### config.mk
export PLATFORM = sky130hd
export DESIGN_NAME = button_pulse_gen
export DESIGN_NICKNAME = d
export VERILOG_FILES = /design/src/rtl/clock_ui_pkg.sv /design/src/rtl/sync_2ff.sv /design/src/rtl/button_pulse_gen.sv
export SDC_FILE = /design/constraint.sdc
export NUM_CORES = 1
export LEC_CHECK = 0
export BUFFER_PORTS_ARGS = -buffer_cell sky130_fd_sc_hd__buf_2
export CORE_MARGIN = 10
export CORE_UTILIZATION = 30
export CTS_CLUSTER_SIZE = 28
export DETAILED_ROUTE_END_ITERATION = 12
export PLACE_DENSITY_LB_ADDON = 0.25
export SLEW_MARGIN = 20
export SYNTH_ARGS = -nofsm -noshare
export SYNTH_HDL_FRONTEND = slang
export SYNTH_SLANG_ARGS = --single-unit
### constraint.sdc
create_clock -name clk -period 5.22 [get_ports clk]
set_input_delay 1.044 -clock clk [delete_from_list [all_inputs] [get_ports clk]]
set_output_delay 1.044 -clock clk [all_outputs]
set_load 0.01 [all_outputs]
### src/rtl/clock_ui_pkg.sv
// Shared definitions for the clock user-interface button blocks:
// FSM state encoding, clock rate and the derived debounce interval.
package clock_ui_pkg;

   localparam int CLK_HZ               = 100_000_000;
   localparam int DEBOUNCE_10MS_CYCLES = CLK_HZ / 100;

   localparam logic [1:0] ST_IDLE         = 2'd0;
   localparam logic [1:0] ST_PRESS_WAIT   = 2'd1;
   localparam logic [1:0] ST_PRESSED      = 2'd2;
   localparam logic [1:0] ST_RELEASE_WAIT = 2'd3;

   typedef enum logic [1:0] {
      IDLE         = ST_IDLE,
      PRESS_WAIT   = ST_PRESS_WAIT,
      PRESSED      = ST_PRESSED,
      RELEASE_WAIT = ST_RELEASE_WAIT
   } btn_state_e;

   function automatic int max_int(input int a, input int b);
      if (a > b) begin
         return a;
      end else begin
         return b;
      end
   endfunction

endpackage

### src/rtl/sync_2ff.sv
// Two-flop synchroniser for a single asynchronous level; both flops clear
// on the asynchronous active-low reset.
module sync_2ff (
   input  logic clk,
   input  logic reset_n,
   input  logic d,
   output logic q
);

   logic meta_r;

   // metastability filter chain
   always_ff @(posedge clk or negedge reset_n) begin
      if (!reset_n) begin
         meta_r <= 1'b0;
         q      <= 1'b0;
      end else begin
         meta_r <= d;
         q      <= meta_r;
      end
   end

endmodule

### src/rtl/button_pulse_gen.sv
// Turns a raw push-button into a debounced level and a one-cycle
// change_mode_signal pulse per press, with optional auto-repeat while held.
module button_pulse_gen
   import clock_ui_pkg::*;
#(
   parameter int DEBOUNCE_CYCLES     = DEBOUNCE_10MS_CYCLES,
   parameter int REPEAT_EN           = 0,
   parameter int REPEAT_DELAY_CYCLES = 50_000_000,
   parameter int REPEAT_RATE_CYCLES  = 20_000_000
) (
   input  logic clk,
   input  logic reset_n,
   input  logic btn_in,
   output logic change_mode_signal,
   output logic btn_level
);

   localparam int DB_W  = $clog2(DEBOUNCE_CYCLES) + 1;
   localparam int REP_W = $clog2(max_int(REPEAT_DELAY_CYCLES, REPEAT_RATE_CYCLES)) + 1;

   localparam logic [DB_W-1:0]  DB_LAST        = DB_W'(DEBOUNCE_CYCLES - 1);
   localparam logic [DB_W-1:0]  DB_ZERO        = DB_W'(0);
   localparam logic [DB_W-1:0]  DB_ONE         = DB_W'(1);
   localparam logic [REP_W-1:0] REP_DELAY_LAST = REP_W'(REPEAT_DELAY_CYCLES - 1);
   localparam logic [REP_W-1:0] REP_RATE_LAST  = REP_W'(REPEAT_RATE_CYCLES - 1);
   localparam logic [REP_W-1:0] REP_ZERO       = REP_W'(0);
   localparam logic [REP_W-1:0] REP_ONE        = REP_W'(1);

   logic             btn_sync_s;
   btn_state_e       state_r;
   btn_state_e       state_nxt_s;
   logic [DB_W-1:0]  db_cnt_r;
   logic [DB_W-1:0]  db_cnt_nxt_s;
   logic [REP_W-1:0] rep_cnt_r;
   logic [REP_W-1:0] rep_cnt_nxt_s;
   logic             rep_first_r;
   logic             rep_first_nxt_s;
   logic             press_pulse_s;
   logic             rep_pulse_s;

   sync_2ff u_sync (
      .clk     (clk),
      .reset_n (reset_n),
      .d       (btn_in),
      .q       (btn_sync_s)
   );

   // state, counters and registered outputs
   always_ff @(posedge clk or negedge reset_n) begin
      if (!reset_n) begin
         state_r            <= IDLE;
         db_cnt_r           <= DB_ZERO;
         rep_cnt_r          <= REP_ZERO;
         rep_first_r        <= 1'b1;
         change_mode_signal <= 1'b0;
         btn_level          <= 1'b0;
      end else begin
         state_r            <= state_nxt_s;
         db_cnt_r           <= db_cnt_nxt_s;
         rep_cnt_r          <= rep_cnt_nxt_s;
         rep_first_r        <= rep_first_nxt_s;
         change_mode_signal <= press_pulse_s | rep_pulse_s;
         btn_level          <= (state_nxt_s == PRESSED) || (state_nxt_s == RELEASE_WAIT);
      end
   end

   // debounce FSM next-state and press detection
   always_comb begin
      state_nxt_s   = state_r;
      db_cnt_nxt_s  = db_cnt_r;
      press_pulse_s = 1'b0;
      case (state_r)
         IDLE: begin
            if (btn_sync_s) begin
               state_nxt_s  = PRESS_WAIT;
               db_cnt_nxt_s = DB_ZERO;
            end else begin
               state_nxt_s  = IDLE;
            end
         end
         PRESS_WAIT: begin
            if (!btn_sync_s) begin
               state_nxt_s   = IDLE;
            end else if (db_cnt_r == DB_LAST) begin
               state_nxt_s   = PRESSED;
               press_pulse_s = 1'b1;
            end else begin
               db_cnt_nxt_s  = db_cnt_r + DB_ONE;
            end
         end
         PRESSED: begin
            if (!btn_sync_s) begin
               state_nxt_s  = RELEASE_WAIT;
               db_cnt_nxt_s = DB_ZERO;
            end else begin
               state_nxt_s  = PRESSED;
            end
         end
         RELEASE_WAIT: begin
            // a return high before the window expires is release bounce, not a new press
            if (btn_sync_s) begin
               state_nxt_s  = PRESSED;
            end else if (db_cnt_r == DB_LAST) begin
               state_nxt_s  = IDLE;
            end else begin
               db_cnt_nxt_s = db_cnt_r + DB_ONE;
            end
         end
         default: begin
            state_nxt_s  = IDLE;
            db_cnt_nxt_s = DB_ZERO;
         end
      endcase
   end

   // auto-repeat timer: long first interval, then the shorter rate interval
   always_comb begin
      rep_cnt_nxt_s   = rep_cnt_r;
      rep_first_nxt_s = rep_first_r;
      rep_pulse_s     = 1'b0;
      if (REPEAT_EN == 0) begin
         rep_cnt_nxt_s   = REP_ZERO;
         rep_first_nxt_s = 1'b1;
      end else if (press_pulse_s) begin
         rep_cnt_nxt_s   = REP_ZERO;
         rep_first_nxt_s = 1'b1;
      end else if (state_r == PRESSED) begin
         if (rep_cnt_r == (rep_first_r ? REP_DELAY_LAST : REP_RATE_LAST)) begin
            rep_pulse_s     = 1'b1;
            rep_cnt_nxt_s   = REP_ZERO;
            rep_first_nxt_s = 1'b0;
         end else begin
            rep_cnt_nxt_s   = rep_cnt_r + REP_ONE;
         end
      end else if (state_r == RELEASE_WAIT) begin
         rep_cnt_nxt_s   = rep_cnt_r;
      end else begin
         rep_cnt_nxt_s   = REP_ZERO;
         rep_first_nxt_s = 1'b1;
      end
   end

endmodule

==> impl_metrics.py <==
metrics = {
    "status": {
        "status": "finished clean",
    },
    "pwr": {
        "pwr-share-clk": 0.331,
        "switching_share": 0.2516,
        "combinationalPowerShare": 0.069,
        "leakage_uw": 0.0006102,
        "p_per_area_nw_per_um2": 232.8,
        "seq_power_share": 0.601,
        "p_int_uw": 277.3,
        "irDropWorstVdd_mv": 0.1075,
        "switchingPower_uw": 93.22,
    },
    "final_layout": {
        "final_cell_mix": "dfrtp_1, nand2_1, o31ai_1, a21oi_1, nand3_1",
        "layout_commonest_cell": "dfrtp_1",
        "multi_input_area_sq_um": 748.2,
        "fill_cells": 485,
        "area_growth_pct": 6.266,
        "final_cell_area_sq_um": 1592,
        "n_antenna_cell": 0,
        "drive_above_1_share": 0.1338,
        "seq_area_sq_um": 675.6,
        "fin_nets": 162,
    },
    "global_route": {
        "grt_pass1_wl_mm": 5.706,
        "grt_max_degree": 28,
        "antenna_found_initial": 0,
        "grtUsageTotal": 0.08352,
        "grt_overflow": 0,
        "grt_pass1_vias": 1112,
    },
    "critical_path": {
        "startpoint": "db_cnt_r[0]",
        "r2r-end": "db_cnt_r[4]",
        "criticalPathCategory": "register to register",
        "crit_required_ns": 5.39,
        "r2r_start": "db_cnt_r[0]",
        "start_kind": "register",
        "worstSetupEndpointType": "register",
        "cp_max_fo": 18,
        "ff2ff_path_depth": 6,
        "reg2reg_slack_ns": 3.05,
        "crit_arrival_ns": 2.34,
    },
    "route": {
        "routedWlPerCell_microns": 15.54,
        "wirelength_mm": 3.482,
        "initialDrtViolationCount": 100,
        "antenna_left": 0,
        "vias": 1210,
        "drt_first_pass_iters": 4,
        "drc": 0,
        "via_per_inst": 5.402,
    },
    "cts": {
        "clock-sinks": 27,
        "cts.clk_slew.worst_paths_ns": 0.09,
        "clk_path_buf_depth": 2,
        "cts_resized": 0,
        "root_buffer": "clkbuf_8",
        "numCtsBuffers": 3,
        "postCtsHoldBufs": 0,
        "clock_latency_ns": 0.28,
        "htreeDepth": 1,
        "cts_setup_buffers": 0,
        "cts_tree": "built",
    },
    "timing": {
        "worst_hold_slack_ns": 0.3789,
        "rsz0062_at_grt": "false",
        "setup_viol": 0,
        "slew_headroom": 0.3976,
        "tightest_slew_ns": 0.8971,
        "timing.final.crit_share": 0.4166,
        "finalSetupTns_ns": 0,
        "worst_slack_ns": 3.045,
        "max_clock_freq_mhz": 459.9,
        "finalHoldViolations": 0,
        "period_minus_slack_ns": 2.175,
        "skew_ns": 0.003032,
        "report.final.slew_viol_count": 0,
    },
    "placed_design": {
        "dp_hpwl_mm": 2.351,
        "gp_congestion": 0.7566,
        "post-place-ws_ns": 3.084,
        "postPlaceCellArea_sq_um": 1546,
        "port_buffers": 4,
    },
    "job": {
        "cap_violations": 0,
    },
    "synthesis": {
        "syn-num-nets": 162,
        "yosys.area.top_type": "dfrtp_1",
        "synthCells": 158,
        "yosysUniqueCellTypes": 39,
        "syn_area_sq_um": 1498,
        "yosys_register_bits": 27,
        "synth_top_cell_area_share": 0.4511,
        "ys_warn_count": 0,
        "synth_top_flop_cell": "dfrtp_1",
        "synth_area_leaders": "dfrtp_1, o31ai_1, nand2_1",
        "synth_edf_count": 0,
        "synth.avg_cell_area_sq_um": 9.479,
        "async_flop_share": 1.000,
        "ys_seq_area_frac": 0.4511,
    },
    "floorplan": {
        "die_x_microns": 90.66,
        "row_count": 25,
        "die_h_microns": 90.66,
        "start_util": 0.3129,
        "core_sq_um": 4786,
        "ios": 5,
        "dieArea_sq_um": 8218,
    },
    "min_path": {
        "whs_path_depth": 0,
        "holdCritStartpoint": "u_sync.meta_r",
        "hold_path.class": "register to register",
        "worstHoldEndpoint": "u_sync.q",
    },
}
synthesized netlist by cell type, drive strengths merged, types with 3 or more instances:
| cell | number |
|---|---|
| or3 | 4 |
| inv | 5 |
| nand3 | 12 |
| o31ai | 11 |
| and3 | 5 |
| nand2 | 15 |
| buf | 7 |
| a31oi | 4 |
| o21ai | 19 |
| and4 | 4 |
| nand4 | 3 |
| nor2 | 8 |
| nor3 | 3 |
| a21oi | 10 |
| dfrtp | 27 |
| nor4b | 3 |
layout make-up:
type                       count  share of cell area
timing repair buffer           4             0.01258
tap                           67             0.05267
clock buffer                   4             0.02830
sequential                    27              0.4245
multi-input combinational    117              0.4701
inverter                       5             0.01179
sequential cells by signal, indices dropped and copies added, names as in the netlist:
signal / count
change_mode_signal: 1
u_sync.meta_r: 1
btn_level: 1
u_sync.q: 1
db_cnt_r: 21
state_r: 2
cell families (layout without fill, tap and decap cells):
kind of cell	count (synthesis)	in the layout	synth area share
simple gates	62	62	0.2456
compound gates	51	51	0.2247
flops	27	27	0.4511
buf+inv	14	13	0.04929
mux	2	2	0.01504
fa+ha+maj	1	1	0.008353
xor+xnor	1	1	0.005849
critical path: stages, from the launching register on:
cell	delay (ns)
dfrtp_1	0.41
ha_1	0.21
nand3_2	0.14
or3_1	0.50
o21ai_4	0.53
or3_2	0.21
nand3_1	0.06
power by group through the flow:
stage	clock network [uW]	logic, uW	registers [uW]
final	122	25.4	223
after global routing	133	28.9	223
after CTS	128	25.9	222
after detailed placement	0	25.8	227
after global placement	0	25.3	226
after floorplan	0	18.9	224
worst max path at each step:
stage                              to  slack, ns  depth (start not counted)
final                     db_cnt_r[4]       3.05                          6
after global routing      db_cnt_r[4]       2.97                          6
after CTS                 db_cnt_r[4]       3.06                          6
after detailed placement  db_cnt_r[4]       3.08                          6
after global placement    db_cnt_r[4]       3.14                          6
after floorplan             btn_level       3.42                          6
routing by layer:
metal / vias up / wire length, microns / GRT usage
met5: - / 0 / 0
met1: 607 / 1694 / 0.1060
met4: 0 / 32 / 0.03714
met3: 4 / 54 / 0.01496
li1: 592 / - / -
met2: 7 / 1700 / 0.1340
stage by stage:
| stage | cells | power, uW | utilization |
|---|---|---|---|
| 3_3_place_gp | 220 | 251.4 | 0.3231 |
| 5_1_grt | 224 | 385.8 | 0.3325 |
| 2_1_floorplan | 158 | 242.8 | - |
| 3_5_place_dp | 220 | 252.5 | 0.3231 |
| 4_1_cts | 224 | 376.2 | 0.3325 |
| 6_report | 224 | 370.5 | 0.3325 |
No activity file was read; power rests on OpenSTA's default activity.
